[config.mk]
export PLATFORM = sky130hd
export DESIGN_NAME = env_risk_monitor
export DESIGN_NICKNAME = d
export VERILOG_FILES = /design/src/rtl/env_risk_pkg.sv /design/src/rtl/env_zone_classifier.sv /design/src/rtl/env_risk_monitor.sv
export SDC_FILE = /design/constraint.sdc
export NUM_CORES = 1
export LEC_CHECK = 0
export ABC_AREA = 1
export BUFFER_PORTS_ARGS = -buffer_cell sky130_fd_sc_hd__buf_2
export CORE_AREA = 4 4 176 178
export CTS_BUF_LIST = sky130_fd_sc_hd__clkbuf_2
export CTS_CLUSTER_DIAMETER = 80
export DETAILED_ROUTE_END_ITERATION = 8
export DIE_AREA = 0 0 180 182
export GPL_TIMING_DRIVEN = 0
export PLACE_DENSITY = 0.67
export SLEW_MARGIN = 30
export SYNTH_ARGS = -nofsm -noshare
export SYNTH_HDL_FRONTEND = slang
export SYNTH_SLANG_ARGS = --single-unit
export TNS_END_PERCENT = 50
[constraint.sdc]
create_clock -name clk -period 8.6 [get_ports clk]
set_input_delay 0.43 -clock clk [delete_from_list [all_inputs] [get_ports clk]]
set_output_delay 0.43 -clock clk [all_outputs]
set_load 0.005 [all_outputs]
[src/rtl/env_risk_pkg.sv]
// Shared types and constants for the environmental risk monitor.
// State and zone encodings are deliberately identical so severities compare directly.
package env_risk_pkg;

  typedef enum logic [1:0] {
    ST_SAFE  = 2'd0,
    ST_WARN  = 2'd1,
    ST_ALARM = 2'd2
  } state_t;

  typedef enum logic [1:0] {
    ZN_SAFE  = 2'd0,
    ZN_WARN  = 2'd1,
    ZN_ALARM = 2'd2
  } zone_t;

  localparam logic [11:0] DEF_LO     = 12'h100;
  localparam logic [11:0] DEF_HI     = 12'hB00;
  localparam logic [11:0] DEF_MARGIN = 12'h080;

  localparam logic [15:0] W_ALARM = 16'h1000;
  localparam logic [15:0] W_WARN  = 16'h0100;

  function automatic state_t zone_to_state(input zone_t z);
    case (z)
      ZN_ALARM: return ST_ALARM;
      ZN_WARN:  return ST_WARN;
      default:  return ST_SAFE;
    endcase
  endfunction

endpackage

[src/rtl/env_zone_classifier.sv]
// Combinational zone classifier: shifts lo/hi inward and widens the margin by
// offset, then places the sample in the ALARM, WARN or SAFE band.
module env_zone_classifier
  import env_risk_pkg::*;
#(
  parameter int DATA_W = 12
) (
  input  logic [DATA_W-1:0] d,
  input  logic [DATA_W-1:0] lo,
  input  logic [DATA_W-1:0] hi,
  input  logic [DATA_W-1:0] margin,
  input  logic [DATA_W-1:0] offset,
  output zone_t             zone
);

  localparam int W = DATA_W + 1;

  function automatic logic [W-1:0] sat_add(input logic [W-1:0] a, input logic [W-1:0] b);
    logic [W:0] s;
    s = {1'b0, a} + {1'b0, b};
    return s[W] ? {W{1'b1}} : s[W-1:0];
  endfunction

  function automatic logic [W-1:0] sat_sub(input logic [W-1:0] a, input logic [W-1:0] b);
    return (a > b) ? (a - b) : '0;
  endfunction

  logic [W-1:0] d_x, lo_a, hi_a, mg_a, lo_w, hi_w;

  always_comb begin
    d_x  = {1'b0, d};
    lo_a = sat_add({1'b0, lo}, {1'b0, offset});
    hi_a = sat_sub({1'b0, hi}, {1'b0, offset});
    mg_a = sat_add({1'b0, margin}, {1'b0, offset});
    lo_w = sat_add(lo_a, mg_a);
    hi_w = sat_sub(hi_a, mg_a);
    if (d_x < lo_a || d_x > hi_a)
      zone = ZN_ALARM;
    else if (d_x < lo_w || d_x > hi_w)
      zone = ZN_WARN;
    else
      zone = ZN_SAFE;
  end

endmodule

[src/rtl/env_risk_monitor.sv]
// Multi-channel risk monitor: two-stage pipeline, per-channel persistence/hysteresis
// state tracking, aggregate score per processed sample.
module env_risk_monitor
  import env_risk_pkg::*;
#(
  parameter int                NUM_CH  = 4,
  parameter int                DATA_W  = 12,
  parameter int                CH_W    = $clog2(NUM_CH),
  parameter int                PERSIST = 3,
  parameter logic [DATA_W-1:0] HYST    = DATA_W'(12'h020)
) (
  input  logic              clk,
  input  logic              rst,
  input  logic              cfg_we,
  input  logic [CH_W-1:0]   cfg_ch,
  input  logic [DATA_W-1:0] cfg_lo,
  input  logic [DATA_W-1:0] cfg_hi,
  input  logic [DATA_W-1:0] cfg_margin,
  input  logic              s_valid,
  output logic              s_ready,
  input  logic [CH_W-1:0]   s_ch,
  input  logic [DATA_W-1:0] s_data,
  output logic              m_valid,
  input  logic              m_ready,
  output logic [CH_W-1:0]   m_ch,
  output logic [1:0]        m_state,
  output logic [15:0]       m_score,
  output logic [NUM_CH-1:0] warn_mask,
  output logic [NUM_CH-1:0] alarm_mask
);

  localparam int CNT_W = $clog2(PERSIST + 1);

  logic              s1_v, s2_v;
  logic [CH_W-1:0]   s1_ch, s2_ch;
  logic [DATA_W-1:0] s1_d, s2_d;

  logic [DATA_W-1:0] lo_q [NUM_CH];
  logic [DATA_W-1:0] hi_q [NUM_CH];
  logic [DATA_W-1:0] mg_q [NUM_CH];
  state_t            st_q   [NUM_CH];
  state_t            st_nxt [NUM_CH];
  logic [CNT_W-1:0]  cnt_q  [NUM_CH];
  logic [CNT_W-1:0]  cnt_nxt[NUM_CH];
  zone_t             tgt_q  [NUM_CH];
  zone_t             tgt_nxt[NUM_CH];

  logic              adv, proc, hit_cfg;
  logic [DATA_W-1:0] cur_lo, cur_hi, cur_mg;
  state_t            cur_st, upd_st, res_st;
  logic [CNT_W-1:0]  cur_cnt, upd_cnt;
  zone_t             cur_tgt, upd_tgt, run_tgt;
  zone_t             nz, dz;
  logic [1:0]        nz_v, dz_v, st_v, tgt_v;
  logic [NUM_CH-1:0] warn_nxt, alarm_nxt;
  logic [15:0]       n_warn, n_alarm, score_nxt;

  // The whole pipeline freezes while a result is waiting to be consumed.
  assign adv     = !m_valid | m_ready;
  assign s_ready = !rst & adv;
  assign proc    = adv & s2_v;
  assign hit_cfg = cfg_we & (cfg_ch == s2_ch);

  always_comb begin
    cur_lo  = DATA_W'(DEF_LO);
    cur_hi  = DATA_W'(DEF_HI);
    cur_mg  = DATA_W'(DEF_MARGIN);
    cur_st  = ST_SAFE;
    cur_cnt = '0;
    cur_tgt = ZN_SAFE;
    for (int i = 0; i < NUM_CH; i++) begin
      if (s2_ch == CH_W'(i)) begin
        cur_lo  = lo_q[i];
        cur_hi  = hi_q[i];
        cur_mg  = mg_q[i];
        cur_st  = st_q[i];
        cur_cnt = cnt_q[i];
        cur_tgt = tgt_q[i];
      end
    end
  end

  env_zone_classifier #(.DATA_W(DATA_W)) u_zone_norm (
    .d(s2_d), .lo(cur_lo), .hi(cur_hi), .margin(cur_mg), .offset('0), .zone(nz)
  );

  env_zone_classifier #(.DATA_W(DATA_W)) u_zone_hyst (
    .d(s2_d), .lo(cur_lo), .hi(cur_hi), .margin(cur_mg), .offset(HYST), .zone(dz)
  );

  // tgt tracks the least severe zone of the current escalation run, so a
  // mixed WARN/ALARM run escalates only to WARN.
  always_comb begin
    nz_v    = nz;
    dz_v    = dz;
    st_v    = cur_st;
    tgt_v   = cur_tgt;
    run_tgt = cur_tgt;
    upd_st  = cur_st;
    upd_cnt = '0;
    upd_tgt = cur_tgt;
    if (nz_v > st_v) begin
      run_tgt = (cur_cnt == '0 || nz_v < tgt_v) ? nz : cur_tgt;
      if (int'(cur_cnt) + 1 >= PERSIST) begin
        upd_st = zone_to_state(run_tgt);
      end else begin
        upd_cnt = cur_cnt + 1'b1;
        upd_tgt = run_tgt;
      end
    end else if (dz_v < st_v) begin
      upd_st = zone_to_state(dz);
    end
    res_st = hit_cfg ? ST_SAFE : upd_st;
  end

  always_comb begin
    warn_nxt  = '0;
    alarm_nxt = '0;
    n_warn    = '0;
    n_alarm   = '0;
    for (int i = 0; i < NUM_CH; i++) begin
      st_nxt[i]  = st_q[i];
      cnt_nxt[i] = cnt_q[i];
      tgt_nxt[i] = tgt_q[i];
      if (proc && s2_ch == CH_W'(i)) begin
        st_nxt[i]  = upd_st;
        cnt_nxt[i] = upd_cnt;
        tgt_nxt[i] = upd_tgt;
      end
      if (cfg_we && cfg_ch == CH_W'(i)) begin
        st_nxt[i]  = ST_SAFE;
        cnt_nxt[i] = '0;
        tgt_nxt[i] = ZN_SAFE;
      end
      warn_nxt[i]  = (st_nxt[i] == ST_WARN);
      alarm_nxt[i] = (st_nxt[i] == ST_ALARM);
      if (warn_nxt[i])  n_warn  = n_warn + 16'd1;
      if (alarm_nxt[i]) n_alarm = n_alarm + 16'd1;
    end
    score_nxt = W_ALARM * n_alarm + W_WARN * n_warn;
  end

  always_ff @(posedge clk) begin
    if (rst) begin
      s1_v       <= 1'b0;
      s2_v       <= 1'b0;
      s1_ch      <= '0;
      s2_ch      <= '0;
      s1_d       <= '0;
      s2_d       <= '0;
      m_valid    <= 1'b0;
      m_ch       <= '0;
      m_state    <= '0;
      m_score    <= '0;
      warn_mask  <= '0;
      alarm_mask <= '0;
      for (int i = 0; i < NUM_CH; i++) begin
        lo_q[i]  <= DATA_W'(DEF_LO);
        hi_q[i]  <= DATA_W'(DEF_HI);
        mg_q[i]  <= DATA_W'(DEF_MARGIN);
        st_q[i]  <= ST_SAFE;
        cnt_q[i] <= '0;
        tgt_q[i] <= ZN_SAFE;
      end
    end else begin
      for (int i = 0; i < NUM_CH; i++) begin
        st_q[i]  <= st_nxt[i];
        cnt_q[i] <= cnt_nxt[i];
        tgt_q[i] <= tgt_nxt[i];
        if (cfg_we && cfg_ch == CH_W'(i)) begin
          lo_q[i] <= cfg_lo;
          hi_q[i] <= cfg_hi;
          mg_q[i] <= cfg_margin;
        end
      end
      warn_mask  <= warn_nxt;
      alarm_mask <= alarm_nxt;
      if (adv) begin
        s1_v    <= s_valid;
        s1_ch   <= s_ch;
        s1_d    <= s_data;
        s2_v    <= s1_v;
        s2_ch   <= s1_ch;
        s2_d    <= s1_d;
        m_valid <= s2_v;
        if (s2_v) begin
          m_ch    <= s2_ch;
          m_state <= res_st;
          m_score <= score_nxt;
        end
      end
    end
  end

endmodule
# After elaboration in Yosys (flattened, before gate mapping)
# Memory sizes are Yosys's and may differ from the RTL's.
# Cells that the tools add are included.
[totals]
reg_bits = 59
ramBits = 168
out_inout_bits = 30
wordCells = 234
n_memories = 6
[mem_list]
columns = ["memory", "words", "width", "read_ports", "rd_ports_with_merged_regs", "write_ports", "line_no", "rtl"]
rows = [
  ["hi_q", 4, 12, 4, 0, 4, "env_risk_monitor.sv:39", "logic [DATA_W-1:0] hi_q [NUM_CH];"],
  ["lo_q", 4, 12, 4, 0, 4, "env_risk_monitor.sv:38", "logic [DATA_W-1:0] lo_q [NUM_CH];"],
  ["mg_q", 4, 12, 4, 0, 4, "env_risk_monitor.sv:40", "logic [DATA_W-1:0] mg_q [NUM_CH];"],
  ["cnt_q", 4, 2, 4, 0, 4, "env_risk_monitor.sv:43", "logic [CNT_W-1:0] cnt_q [NUM_CH];"],
  ["st_q", 4, 2, 4, 0, 4, "env_risk_monitor.sv:41", "state_t st_q [NUM_CH];"],
  ["tgt_q", 4, 2, 4, 0, 4, "env_risk_monitor.sv:45", "zone_t tgt_q [NUM_CH];"],
]
[classes]
addsub = 16
magnitude_cmp = 16
n_eq_ne = 19
mux = 118
bitwise_logic = 28
reduce_logical = 19
[op_table]
columns = ["op", "n"]
rows = [
  ["12-bit two-way mux", 25],
  ["2-bit two-way mux", 59],
  ["13-bit two-way mux", 7],
  ["12-bit by 13-bit > comparator with 1-bit output", 4],
  ["12-bit by 13-bit < comparator with 1-bit output", 3],
  ["12-bit by 6-bit adder with 13-bit output, second input constant", 2],
  ["1-bit bitwise OR", 25],
  ["8-bit two-way mux", 3],
  ["2-bit equality test, second input constant", 10],
  ["1-bit two-way mux", 19],
  ["16-bit adder", 1],
  ["8-bit by 1-bit adder with 8-bit output, second input constant", 2],
  ["2-bit by 1-bit equality test with 1-bit output, second input constant", 8],
  ["13-bit by 13-bit adder with 14-bit output", 1],
  ["12-bit by 12-bit adder with 13-bit output", 1],
  ["13-bit by 12-bit > comparator with 1-bit output", 1],
  ["13-bit > comparator", 1],
  ["12-bit by 6-bit subtractor with 13-bit output, second input constant", 1],
  ["13-bit by 12-bit subtractor with 13-bit output", 1],
  ["13-bit subtractor", 1],
  ["12-bit by 1-bit > comparator with 1-bit output, second input constant", 1],
  ["12-bit by 6-bit > comparator with 1-bit output, second input constant", 1],
  ["12-bit < comparator", 1],
  ["4-bit two-way mux", 3],
  ["other kinds (15)", 35],
]

# Longest topological paths before layout
# Gate-level depths: netlist of the first run.
[depth]
word_depth = 31
mapped_depth = 61

# Hierarchy
# A second synthesis of the first run with hierarchy kept.
[unflattened]
hier_cells = 2471
area_unflattened_um2 = 18200.0
[modules_own_cells]
columns = ["mod", "n_inst", "cells_per_inst", "area_each_um2"]
rows = [
  ["env_risk_monitor", 1, 1067, 9593.0],
  ["env_zone_classifier (u_zone_hyst)", 1, 687, 4306.6],
  ["env_zone_classifier (u_zone_norm)", 1, 717, 4300.4],
]

# Worst setup path before layout of the first run
# OpenSTA, ideal clock, no wires.
[synth_timing]
kind = "register to register"
from = "register s2_ch[0]"
to = "register m_score[9]"
setup_time_ns = 0.131
t_arrival_ns = 6.600
required_time_ns = 8.469
slack_ns = 1.870
stages_incl_launch_ff = 59
n_path_buf = 4
synth_period_minus_slack_ns = 6.730
cell_sequence = "dfxtp_1 -> buf_6 -> buf_6 -> nor2_8 -> buf_2 -> buf_1 -> nand2_1 -> nand3_1 -> a21o_1 -> inv_1 -> ha_1 -> inv_1 -> o21bai_1 -> a21boi_0 -> o21ai_0 -> a21oi_1 -> nand2_1 -> nand2_1 -> [... 23 more ...] -> inv_1 -> nand2_4 -> inv_2 -> nor2_1 -> nor3_2 -> nor2_1 -> inv_2 -> ha_1 -> nand4_1 -> nand2_1 -> inv_1 -> ha_1 -> inv_1 -> nand2_1 -> nand2_1 -> inv_1 -> nand2_1 -> a21oi_2"
[synth_between]
word_cells_on_any_way = 104
[synth_rtl]
columns = ["element", "line_no", "rtl"]
rows = [
  ["start: declaration", "env_risk_monitor.sv:35", "logic [CH_W-1:0] s1_ch, s2_ch;"],
  ["start signal: assignment", "env_risk_monitor.sv:183", "s2_ch <= s1_ch;"],
  ["2-bit zero test", "env_risk_monitor.sv:72", "if (s2_ch == CH_W'(i)) begin"],
  ["12-bit two-way mux (4 in a row)", "env_risk_monitor.sv:72", ""],
  ["12-bit by 1-bit > comparator with 1-bit output", "env_zone_classifier.sv:25", "return (a > b) ? (a - b) : '0;"],
  ["12-bit two-way mux", "env_zone_classifier.sv:25", ""],
  ["13-bit by 12-bit subtractor with 13-bit output / 13-bit by 12-bit > comparator with 1-bit output (equally long branches)", "env_zone_classifier.sv:25", ""],
  ["13-bit two-way mux", "env_zone_classifier.sv:25", ""],
  ["12-bit by 13-bit > comparator with 1-bit output", "env_zone_classifier.sv:39", "else if (d_x < lo_w || d_x > hi_w)"],
  ["1-bit logical OR", "env_zone_classifier.sv:39", ""],
  ["[... 11 more ...]", "--", ""],
  ["2-bit by 1-bit equality test with 1-bit output *", "env_risk_monitor.sv:135", "warn_nxt[i] = (st_nxt[i] == ST_WARN);"],
  ["net warn_nxt[1]", "env_risk_monitor.sv:55", "logic [NUM_CH-1:0] warn_nxt, alarm_nxt;"],
  ["8-bit two-way mux *", "env_risk_monitor.sv:137", "if (warn_nxt[i]) n_warn = n_warn + 16'd1;"],
  ["8-bit by 1-bit adder with 8-bit output", "env_risk_monitor.sv:137", ""],
  ["8-bit two-way mux *", "env_risk_monitor.sv:137", ""],
  ["8-bit by 1-bit adder with 8-bit output", "env_risk_monitor.sv:137", ""],
  ["8-bit two-way mux *", "env_risk_monitor.sv:137", ""],
  ["16-bit adder *", "env_risk_monitor.sv:140", "score_nxt = W_ALARM * n_alarm + W_WARN * n_warn;"],
  ["end signal: assignment", "env_risk_monitor.sv:189", "m_score <= score_nxt;"],
  ["end: declaration", "env_risk_monitor.sv:27", "output logic [15:0] m_score,"],
]
# The timed path passes the listed nets; every way through them passes the cells marked *.
# A chain may end at the register's enable or synchronous reset.

# Worst setup path after layout of the first run
[layout_timing]
from = "register s2_ch[1]"
to = "register m_score[9]"
[layout_between]
elab_chain_cells = 31
word_cells_on_any_way = 104
[layout_lines]
columns = ["element", "line_no"]
rows = [
  ["2-bit zero test", "env_risk_monitor.sv:72, env_risk_monitor.sv:125"],
  ["12-bit two-way mux (4 in a row)", "env_risk_monitor.sv:72"],
  ["12-bit by 1-bit > comparator with 1-bit output", "env_zone_classifier.sv:25"],
  ["12-bit two-way mux", "env_zone_classifier.sv:25"],
  ["13-bit by 12-bit subtractor with 13-bit output / 13-bit by 12-bit > comparator with 1-bit output (equally long branches)", "env_zone_classifier.sv:25"],
  ["13-bit two-way mux", "env_zone_classifier.sv:25"],
  ["12-bit by 13-bit > comparator with 1-bit output", "env_zone_classifier.sv:39"],
  ["1-bit logical OR", "env_zone_classifier.sv:39"],
  ["[... 12 more ...]", "--"],
  ["net warn_nxt[0]", "env_risk_monitor.sv:55"],
  ["1-bit two-way mux *", "env_risk_monitor.sv:137"],
  ["1-bit by 1-bit adder with 2-bit output", "env_risk_monitor.sv:137"],
  ["8-bit two-way mux *", "env_risk_monitor.sv:137"],
  ["8-bit by 1-bit adder with 8-bit output", "env_risk_monitor.sv:137"],
  ["8-bit two-way mux *", "env_risk_monitor.sv:137"],
  ["8-bit by 1-bit adder with 8-bit output", "env_risk_monitor.sv:137"],
  ["8-bit two-way mux *", "env_risk_monitor.sv:137"],
  ["16-bit adder *", "env_risk_monitor.sv:140"],
]
# Marks and branches as above.

==> results of run 1 <==
==> worst max-delay path: cells and delay by family (launching register included) <==
kind	cells	cell delay (ns)
and+or+nand+nor	23	2.46
AOI/OAI and AO/OA	11	1.89
adders and majority gates	5	1.54
buffers and inverters	12	1.49
DFF	1	0.38
xor gates and xnor gates	1	0.08
==> kinds of logic (layout without fill, tap and decap cells) <==
kind of cell | Yosys count | count (layout) | share of synthesized area
compound gates | 299 | 299 | 0.121
flops | 219 | 219 | 0.401
simple gates | 798 | 798 | 0.236
xor+xnor | 27 | 27 | 0.0163
buf+inv | 342 | 572 | 0.0945
other cells | 1 | 9 | 0.000258
fa+ha+maj | 150 | 150 | 0.131
==> synth_stat cells (13+ instances only) <==
cell type	number	share of area
sky130_fd_sc_hd__a21oi_1	109	0.038
sky130_fd_sc_hd__a22o_1	13	0.0078
sky130_fd_sc_hd__clkbuf_1	33	0.0085
sky130_fd_sc_hd__dfxtp_1	75	0.10
sky130_fd_sc_hd__edfxtp_1	144	0.30
sky130_fd_sc_hd__ha_1	147	0.13
sky130_fd_sc_hd__inv_1	275	0.071
sky130_fd_sc_hd__nand2_1	311	0.080
sky130_fd_sc_hd__nand2_2	14	0.0060
sky130_fd_sc_hd__nand3_1	81	0.028
sky130_fd_sc_hd__nand4_1	20	0.0086
sky130_fd_sc_hd__nor2_1	296	0.077
sky130_fd_sc_hd__nor3_1	21	0.0072
sky130_fd_sc_hd__o21ai_0	106	0.037
sky130_fd_sc_hd__or2_2	15	0.0065
sky130_fd_sc_hd__xor2_1	27	0.016
==> power breakdown <==
group | leakage [nW] | switching, mW | internal, mW
Clock | 0.368 | 0.432 | 0.270
Sequential | 2.03 | 0.0365 | 1.19
Combinational | 5.71 | 0.778 | 0.458
==> per-layer routing <==
layer	track usage	vias to the layer above	routed length (um)
met1	0.303	6085	16800
li1	-	6476	-
met5	0	-	0
met3	0.0415	98	2930
met2	0.428	432	19800
met4	0.0902	0	1420
==> cell type report <==
class / instances / area, sq um
clock inverters: 25 / 136
fillers: 2764 / 12800
clock buffers: 74 / 370
flip-flops and latches: 219 / 5830
well taps: 390 / 488
plain buffers: 53 / 305
multi-input cells: 1282 / 7390
diodes: 1 / 2.50
repair buffers: 133 / 963
inverters: 287 / 1080
==> through the flow <==
| stage | util | power, mW | TNS [ns] |
|---|---|---|---|
| finish | 0.563 | 3.16 | 0 |
| global route | 0.563 | 3.42 | -0.00772 |
| CTS | 0.561 | 3.15 | 0 |
| detailed placement | 0.526 | 2.44 | -0.0177 |
| global placement | 0.524 | 2.41 | 0 |
| floorplan | - | 2.13 | 0 |
==> worst paths after layout <==
path	endpoint	depth (start not counted)	slack, ns
hold / removal	hi_q[2][11]	3	0.05
hold reg to reg	m_score[15]	2	0.46
setup / recovery	m_score[9]	52	0.70
setup reg to reg	m_score[9]	52	0.70
==> sequential cells by signal, indices dropped and copies added, names as in the netlist, 4 cells and up <==
signal and flops:
alarm_mask 4, s2_d 12, s1_d 12, hi_q 48
cnt_q 8, warn_mask 4, m_score 8, mg_q 48
lo_q 48, tgt_q 8, st_q 8
==> what timing repair did <==
action,4_1_cts,5_1_grt
hold buffers,51,0
endpoints found under the hold margin,159,0
endpoints found under the setup margin,1,6
pin swaps,0,1
setup buffers,0,2
gates resized for setup,0,34
==> impl_metrics.csv, run 1 <==
group,metric,value,unit
run_status,status,"completed",
detailed_routing,routed_wire_length_per_instance,16.6,um
detailed_routing,drt_pre_antenna_iters,6,
detailed_routing,drcViolationCount,0,
synth,ys_ff_latch,219,
finish,final_common_cell,"sky130_fd_sc_hd__nand2_1",
place,final_weighted_congestion_in_routability_driven_placement,0.914,
floorplanning,fp-row-count,63,
hold_path,hold_path_class,"in2reg",
power,power_per_cell_area,191,nW/um^2
synth,yosys_warnings,0,
finish,areaGrowthSynthToFinish,14.1,%
detailed_routing,antenna_violating_nets_post_route,0,
finish,layout_common_cells,"308 x sky130_fd_sc_hd__nand2_1, 294 x sky130_fd_sc_hd__nor2_1, 272 x sky130_fd_sc_hd__inv_1",
sta,clock_skew,0.123,ns
sta,setup-violations-final,0,
floorplanning,core-area,29400,sq um
finish,drive_gt1_frac,0.127,
sta,slew-limit-headroom,0.474,
detailed_routing,drt_iter0_drc,892,
synth,syn-mean-instance-area,7.90,sq um
critical_path,cpPeakStageDelay,0.54,ns
clocking,cts_tree,"yes",
finish,layout.cell_area.non_filler,16600,sq um
critical_path,startpoint_type,"flop",
sta,fin_ws,0.700,ns
sta,finalMaxSlewViolations,0,
critical_path,worstPathArrival,8.57,ns
clocking,clockRootBuffer,"sky130_fd_sc_hd__clkbuf_2",
floorplanning,pin_count,87,
global_routing,vias_in_the_first_global_route,12500,
clocking,cts_buffers,53,
finish,layoutNonFillerInstCount,2464,
critical_path,worst-endpoint-required,9.27,ns
place,dp.cells,2313,
global_routing,grt_max_degree,40,
clocking,clock_slew_at_reported_path_ffs,0.12,ns
synth,ys_flop_type,"sky130_fd_sc_hd__edfxtp_1",
clocking,tritoncts_num_sinks,219,
floorplanning,die-area,32800,sq um
clocking,htree_num_levels,2,
hold_path,min-delay-start,"rst",
critical_path,critical-path-slowest-cell,"sky130_fd_sc_hd__clkbuf_1",
sta,max_slew.worst_pin.slew,0.786,ns
synth,netlist_instances,1836,
sta,final_period_minus_worst_setup_slack,7.90,ns
detailed_routing,finalWirelength,40900,um
floorplanning,floorplan.initialDensity,0.494,
synth,seq_area_frac_synth,0.401,
finish,num-nets-final,2236,
synth,post_synth_instance_area,14500,sq um
critical_path,endpoint_kind_of_the_worst_setup_timing_path,"flop",
power,total_leakage_power,8.11,nW
clocking,worst_skew_pair.late_latency,0.87,ns
clocking,max-clock-path-buffers,3,
detailed_routing,routed_via_density,5.31,
sta,achievable-frequency,127,MHz
critical_path,crit_path_max_fanout,10,
synth,synth_cell_types,56,
critical_path,timing.critical_path.from,"s2_ch[1]",
global_routing,grt_antenna_before_repair,1,
global_routing,globalRoute.totalOverflow,0,
synth,post_synth_edffs,144,
detailed_routing,detailroute.via_count,13100,
critical_path,worstSetupPathType,"reg2reg",
place,dpl-instance-area,15500,sq um
sta,fin_worst_hold_slack,0.0504,ns
place,port-buffer-count,78,
global_routing,track_usage,0.244,
sta,number_of_endpoints_with_negative_hold_slack_in_the_final_report,0,
global_routing,first_pass_grt_wire_length,64500,um
place,dp_slack,-0.0177,ns
sta,finalCritPeriodShare,0.919,
floorplanning,die_w,180,um
place,hpwlAfterDp,30100,um
power,vdd_ir_drop_max,126,uV
floorplanning,fp.dieH,182,um
critical_path,r2r_start,"s2_ch[1]",
flow_run,timing.max_cap.violations,0,
synth,synth-async-reset-ratio,0,
Note: power is estimated with default switching activity, not from simulation.
==> run 2: changes to the inputs <==
--- a/config.mk
+++ b/config.mk
@@ -7,15 +7,16 @@
 export LEC_CHECK = 0
 export ABC_AREA = 1
 export BUFFER_PORTS_ARGS = -buffer_cell sky130_fd_sc_hd__buf_2
-export CORE_AREA = 4 4 176 178
+export CORE_AREA = 4 4 178 309
 export CTS_BUF_LIST = sky130_fd_sc_hd__clkbuf_2
 export CTS_CLUSTER_DIAMETER = 80
 export DETAILED_ROUTE_END_ITERATION = 8
-export DIE_AREA = 0 0 180 182
+export DIE_AREA = 0 0 182 313
 export GPL_TIMING_DRIVEN = 0
-export PLACE_DENSITY = 0.67
+export PLACE_DENSITY = 0.5
 export SLEW_MARGIN = 30
 export SYNTH_ARGS = -nofsm -noshare
 export SYNTH_HDL_FRONTEND = slang
+export SYNTH_HIERARCHICAL = 1
 export SYNTH_SLANG_ARGS = --single-unit
 export TNS_END_PERCENT = 50
==> run 2 against run 1 <==
Count of clock-buffer cells in the layout decreased by 1; routed wire length up 44%; synthesized area increased by 25%; sequential cell count did not move; non-clock buffer count increased by 22; die area is 74% higher; synthesized cell count increased by 35%; clock power fell by 3.7%; core utilization fell by 15 points; first-iteration DRC count is 19% lower.
==> impl_metrics.csv, run 2 <==
group,metric,value,unit
place,dpl-instance-area,19800,sq um
detailed_routing,routed_wire_length_per_instance,16.9,um
power,vdd_ir_drop_max,114,uV
floorplanning,fp.dieH,313,um
place,dp.cells,3313,
detailed_routing,drcViolationCount,0,
run_status,status,"completed",
critical_path,worstSetupPathType,"reg2reg",
sta,achievable-frequency,125,MHz
synth,post_synth_instance_area,18200,sq um
synth,yosys_warnings,6,
clocking,cts_buffers,46,
global_routing,vias_in_the_first_global_route,16900,
sta,finalCritPeriodShare,0.931,
sta,fin_ws,0.597,ns
finish,layoutNonFillerInstCount,3477,
critical_path,regToRegSetupSlack,0.60,ns
detailed_routing,drt_iter0_drc,723,
critical_path,crit_path_frequent_cell,"sky130_fd_sc_hd__nand2_1",
sta,finalMaxSlewViolations,0,
critical_path,r2r_start,"s2_ch[1]",
synth,ys_flop_type,"sky130_fd_sc_hd__edfxtp_1",
power,p_total,4.95,mW
floorplanning,die-area,57000,sq um
detailed_routing,detailroute.via_count,16900,
synth,syn-mean-instance-area,7.37,sq um
clocking,worst_skew_pair.late_latency,0.85,ns
sta,final_period_minus_worst_setup_slack,8.00,ns
clocking,clockRootBuffer,"sky130_fd_sc_hd__clkbuf_2",
finish,areaGrowthSynthToFinish,18.7,%
hold_path,hold_path_class,"in2reg",
critical_path,cpPeakStageDelay,0.37,ns
synth,seq_area_frac_synth,0.320,
finish,layout_common_cells,"547 x sky130_fd_sc_hd__nand2_1, 368 x sky130_fd_sc_hd__inv_1, 319 x sky130_fd_sc_hd__nor2_1",
critical_path,timing.critical_path.from,"s2_ch[1]",
synth,ys_ff_latch,219,
finish,multiInputGateArea,11500,sq um
detailed_routing,drt_pre_antenna_iters,5,
critical_path,crit_path_max_fanout,8,
place,port-buffer-count,78,
sta,clock_skew,0.0686,ns
floorplanning,floorplan.initialDensity,0.348,
clocking,htree_num_levels,2,
global_routing,grt_antenna_before_repair,1,
synth,post_synth_edffs,144,
global_routing,track_usage,0.200,
sta,grt_setup_unrepaired,"yes",
finish,layout.cell_area.non_filler,21600,sq um
synth,synth-async-reset-ratio,0,
clocking,tritoncts_num_sinks,219,
hold_path,holdPathStages,5,
finish,top_regs,"hi_q x48, lo_q x48, mg_q x48",
sta,fin_worst_hold_slack,0.118,ns
global_routing,globalRoute.totalOverflow,0,
hold_path,endpoint_worst_hold,"m_state[0]",
finish,num-nets-final,3055,
place,hpwlAfterDp,46000,um
sta,slew-limit-headroom,0.376,
place,final_weighted_congestion_in_routability_driven_placement,0.907,
synth,post-synth-top-area-fraction,0.238,
synth,synth.largest_area_cell,"sky130_fd_sc_hd__edfxtp_1",
global_routing,grt_max_degree,39,
critical_path,endpoint_kind_of_the_worst_setup_timing_path,"flop",
sta,number_of_endpoints_with_negative_hold_slack_in_the_final_report,0,
synth,synth_cell_types,59,
sta,fin_setup_tns,0,ns
power,total_leakage_power,10.8,nW
hold_path,min-delay-start,"cfg_ch[0]",
synth,synth_area_leaders,"sky130_fd_sc_hd__edfxtp_1 24%, sky130_fd_sc_hd__ha_1 16%, sky130_fd_sc_hd__nand2_1 11%",
clocking,clock_slew_at_reported_path_ffs,0.12,ns
floorplanning,core-area,52400,sq um
finish,layout.filler_cells,5426,
critical_path,startpoint_type,"flop",
detailed_routing,routed_via_density,4.87,
finish,layout.area.seq,5830,sq um
place,dp_slack,-0.534,ns
critical_path,regToRegEndpoint,"m_score[9]",
sta,setup-violations-final,0,
floorplanning,fp-row-count,111,
floorplanning,die_w,182,um
synth,netlist_instances,2471,
clocking,cts_tree,"yes",
finish,postLayoutCoreUtil,0.413,
global_routing,first_pass_grt_wire_length,90100,um
detailed_routing,antenna_violating_nets_post_route,0,
critical_path,worstPathArrival,8.66,ns
synth,synth.top_cells.by_count,"554 x sky130_fd_sc_hd__nand2_1, 372 x sky130_fd_sc_hd__inv_1, 335 x sky130_fd_sc_hd__nor2_1",
flow_run,timing.max_cap.violations,0,
synth,synth_most_common_cell,"sky130_fd_sc_hd__nand2_1",
finish,drive_gt1_frac,0.140,
critical_path,worst-endpoint-required,9.25,ns
power,power_per_cell_area,229,nW/um^2
critical_path,rr_worst_depth,64,
sta,max_slew.worst_pin.slew,0.935,ns
critical_path,critical-path-slowest-cell,"sky130_fd_sc_hd__ha_1",
floorplanning,pin_count,87,
detailed_routing,finalWirelength,58800,um
finish,final_common_cell,"sky130_fd_sc_hd__nand2_1",
clocking,max-clock-path-buffers,3,
## run 2: critical path, delay by kind of cell, from the launching register on
kind	cells	cell delay, ns
buffers and inverters	16	1.52
flip-flops	1	0.34
adder cells (fa/ha/maj)	6	1.68
AO/OA/AOI/OAI	7	0.97
AND/OR/NAND/NOR	35	3.33
## run 2: layout make-up
cell class / count / share of cell area
sequential: 219 / 0.270
timing repair buffer: 157 / 0.0553
multi-input combinational: 1891 / 0.531
clock buffer: 73 / 0.0169
antenna: 1 / 0.000116
clock inverter: 11 / 0.00324
tap: 678 / 0.0393
buffer: 51 / 0.0146
inverter: 396 / 0.0696
## run 2: per-layer routing
| metal | routed length [um] | vias up | track usage |
|---|---|---|---|
| li1 | - | 8582 | - |
| met1 | 21400 | 7859 | 0.201 |
| met2 | 32700 | 344 | 0.408 |
| met3 | 1600 | 134 | 0.0131 |
| met4 | 3090 | 0 | 0.0913 |
| met5 | 0 | - | 0 |
## run 2: timing repair
item                                   CTS  global route
setup endpoints to repair                6             6
endpoints found under the hold margin  159             0
setup buffers                            3            21
cloned                                   0             3
resized for setup                       17           114
hold buffers                            52             0
pin swaps                                2            22
## run 2: power breakdown
group          internal [mW]  leakage [nW]  switching, mW
logic                   1.16          8.38           1.89
clock network          0.253         0.340          0.423
registers               1.19          2.03         0.0410
total                   2.60          10.8           2.35
## run 2: worst max-delay path by stage
| stage | endpoint | slack [ns] | cells after the start |
|---|---|---|---|
| 6_report | m_score[9] | 0.60 | 64 |
| 5_1_grt | m_score[13] | -0.06 | 65 |
| 4_1_cts | m_score[9] | 0.005 | 67 |
| 3_5_place_dp | m_score[9] | -0.53 | 66 |
| 3_3_place_gp | m_score[9] | -0.54 | 66 |
| 2_1_floorplan | m_score[13] | 1.66 | 64 |
## run 2: cell families after synthesis
group                      synth area share
and+or+nand+nor                       0.271
buffers and inverters                0.0958
AOI/OAI and AO/OA                     0.112
adders and majority gates             0.166
DFF                                   0.320
xor gates and xnor gates             0.0346
other                              0.000413
==> run 3: changes to the inputs <==
==> constraint.sdc (replaced) <==
create_clock -name clk -period 7.9 [get_ports clk]
set_input_delay 0.395 -clock clk [delete_from_list [all_inputs] [get_ports clk]]
set_output_delay 0.395 -clock clk [all_outputs]
set_load 0.005 [all_outputs]
==> run 3 against run 2 <==
Global-route usage up 0.45 points; sequential share of layout area decreased by 1.6 points; via count grew 2.1%; combinational power up 24%; count of clock-buffer cells in the layout unchanged; highest routed layer unchanged.
==> impl_metrics.csv, run 3 (synthesis results as in run 2) <==
group,metric,value,unit
run_status,status,"completed",
detailed_routing,routed_wire_length_per_instance,17.1,um
finish,layout_common_cells,"511 x sky130_fd_sc_hd__nand2_1, 349 x sky130_fd_sc_hd__inv_1, 304 x sky130_fd_sc_hd__nor2_1",
sta,clock_skew,0.0661,ns
floorplanning,core-area,52400,sq um
clocking,clockRootBuffer,"sky130_fd_sc_hd__clkbuf_2",
critical_path,crit_path_frequent_cell,"sky130_fd_sc_hd__nand2_1",
detailed_routing,finalWirelength,60400,um
sta,max_slew.worst_pin.slew,0.980,ns
place,final_weighted_congestion_in_routability_driven_placement,0.907,
sta,setup-violations-final,0,
finish,top_regs,"hi_q x48, lo_q x48, mg_q x48",
critical_path,worst-endpoint-required,8.56,ns
floorplanning,fp-row-count,111,
power,vdd_ir_drop_max,124,uV
flow_run,timing.max_cap.violations,0,
detailed_routing,drt_iter0_drc,767,
critical_path,crit_path_max_fanout,10,
critical_path,worstPathArrival,8.23,ns
detailed_routing,routed_via_density,4.87,
sta,grt_setup_unrepaired,"yes",
critical_path,startpoint_type,"flop",
place,port-buffer-count,78,
detailed_routing,detailroute.via_count,17300,
power,power.switching,2.74,mW
finish,num-nets-final,3121,
floorplanning,die-area,57000,sq um
clocking,cts_tree,"yes",
finish,drive_gt1_frac,0.203,
power,total_leakage_power,11.2,nW
detailed_routing,drcViolationCount,0,
clocking,worst_skew_pair.late_latency,0.85,ns
sta,finalCritPeriodShare,0.958,
clocking,cts_buffers,46,
detailed_routing,drt_pre_antenna_iters,5,
global_routing,grt_antenna_before_repair,1,
finish,areaGrowthSynthToFinish,26.4,%
place,hpwlAfterDp,46000,um
power,power.switching_fraction,0.469,
global_routing,vias_in_the_first_global_route,17400,
floorplanning,floorplan.initialDensity,0.348,
hold_path,hold_path_class,"in2reg",
critical_path,worstSetupPathType,"reg2reg",
place,dpl-instance-area,19800,sq um
power,p_int,3.10,mW
global_routing,globalRoute.totalOverflow,0,
global_routing,grt_max_degree,39,
power,combinationalPowerShare,0.645,
clocking,htree_num_levels,2,
critical_path,cpPeakStageDelay,0.52,ns
sta,finalMaxSlewViolations,0,
sta,slew-limit-headroom,0.346,
sta,number_of_endpoints_with_negative_hold_slack_in_the_final_report,0,
sta,final_period_minus_worst_setup_slack,7.57,ns
critical_path,critical-path-slowest-cell,"sky130_fd_sc_hd__xor2_1",
clocking,clock_slew_at_reported_path_ffs,0.11,ns
global_routing,track_usage,0.205,
critical_path,crit_buf_inv,16,
floorplanning,pin_count,87,
critical_path,path_delay_family,"simple AND/OR/NAND/NOR gates",
floorplanning,die_w,182,um
floorplanning,fp.dieH,313,um
power,seq_power_share,0.229,
detailed_routing,antenna_violating_nets_post_route,0,
critical_path,endpoint_kind_of_the_worst_setup_timing_path,"flop",
global_routing,first_pass_grt_wire_length,92200,um
finish,layout.cell_area.non_filler,23000,sq um
clocking,tritoncts_num_sinks,219,
power,power_per_cell_area,254,nW/um^2
sta,achievable-frequency,132,MHz
sta,fin_worst_hold_slack,0.107,ns
clocking,max-clock-path-buffers,3,
finish,final_common_cell,"sky130_fd_sc_hd__nand2_1",
power,share_clk_of_total_power,0.125,
run 3: cell types whose count changed in the layout (fill, tap and decap cells not counted), sizes merged:
cell and delta:
buf +64, clkbuf +1, clkinv -1, dlygate4sd3 +1, inv +1
run 3: per-stage QoR:
| step | setup TNS (ns) | setup slack (ns) | cells | util | total power [mW] |
|---|---|---|---|---|---|
| 2_1_floorplan | 0 | 0.960 | 2555 | - | 3.67 |
| 3_3_place_gp | -5.86 | -1.24 | 3311 | 0.377 | 4.38 |
| 3_5_place_dp | -5.88 | -1.23 | 3313 | 0.379 | 4.43 |
| 4_1_cts | 0 | 0.00113 | 3487 | 0.414 | 5.42 |
| 5_1_grt | -0.406 | -0.197 | 3543 | 0.439 | 6.38 |
| 6_report | 0 | 0.333 | 3543 | 0.439 | 5.83 |
run 3: final timing paths:
path / slack (ns) / cells past startpoint / endpoint / start
setup / recovery: 0.33 / 59 / m_score[9] / s2_ch[0]
hold / removal: 0.11 / 5 / st_q[0][1] / cfg_ch[1]
setup reg to reg: 0.33 / 59 / m_score[9] / s2_ch[0]
hold reg to reg: 0.44 / 2 / m_score[15] / m_score[15]
run 3: routing by layer:
metal  track usage  wire, um
met3        0.0125      1320
met2         0.416     33600
met4        0.0987      3320
met5             0         0
met1         0.205     22200
run 3: repair_timing:
action | 4_1_cts | 5_1_grt
pin swaps | 39 | 110
setup buffers | 35 | 54
cloned | 3 | 1
resized for setup | 112 | 207
endpoints found under the setup margin | 8 | 6
hold buffers | 53 | 0
hold endpoints to repair | 160 | 0
run 3: layout make-up:
| cell class | instances | area [sq um] |
|---|---|---|
| Inverter | 396 | 1540 |
| Buffer | 50 | 357 |
| Clock buffer | 73 | 365 |
| Multi-Input combinational cell | 1891 | 12200 |
| Tap cell | 678 | 848 |
| Sequential cell | 219 | 5830 |
| Fill cell | 5321 | 29400 |
| Timing Repair Buffer | 224 | 1740 |
| Antenna cell | 1 | 2.50 |
| Clock inverter | 11 | 70.1 |
run 3: worst register-to-register path, delay by kind of cell (launching register included):
kind	cells	cell delay, ns
compound gates	4	0.42
flops	1	0.41
buf+inv	16	1.48
simple gates	32	2.92
xor+xnor	1	0.52
fa+ha+maj	6	1.67
run 3: power groups by stage:
stage | clock network [mW] | logic, mW | registers [mW]
after floorplan | 0 | 2.33 | 1.34
after global placement | 0 | 3.02 | 1.36
after global routing | 0.805 | 4.23 | 1.35
final | 0.732 | 3.76 | 1.34
after CTS | 0.760 | 3.32 | 1.34
after detailed placement | 0 | 3.07 | 1.36
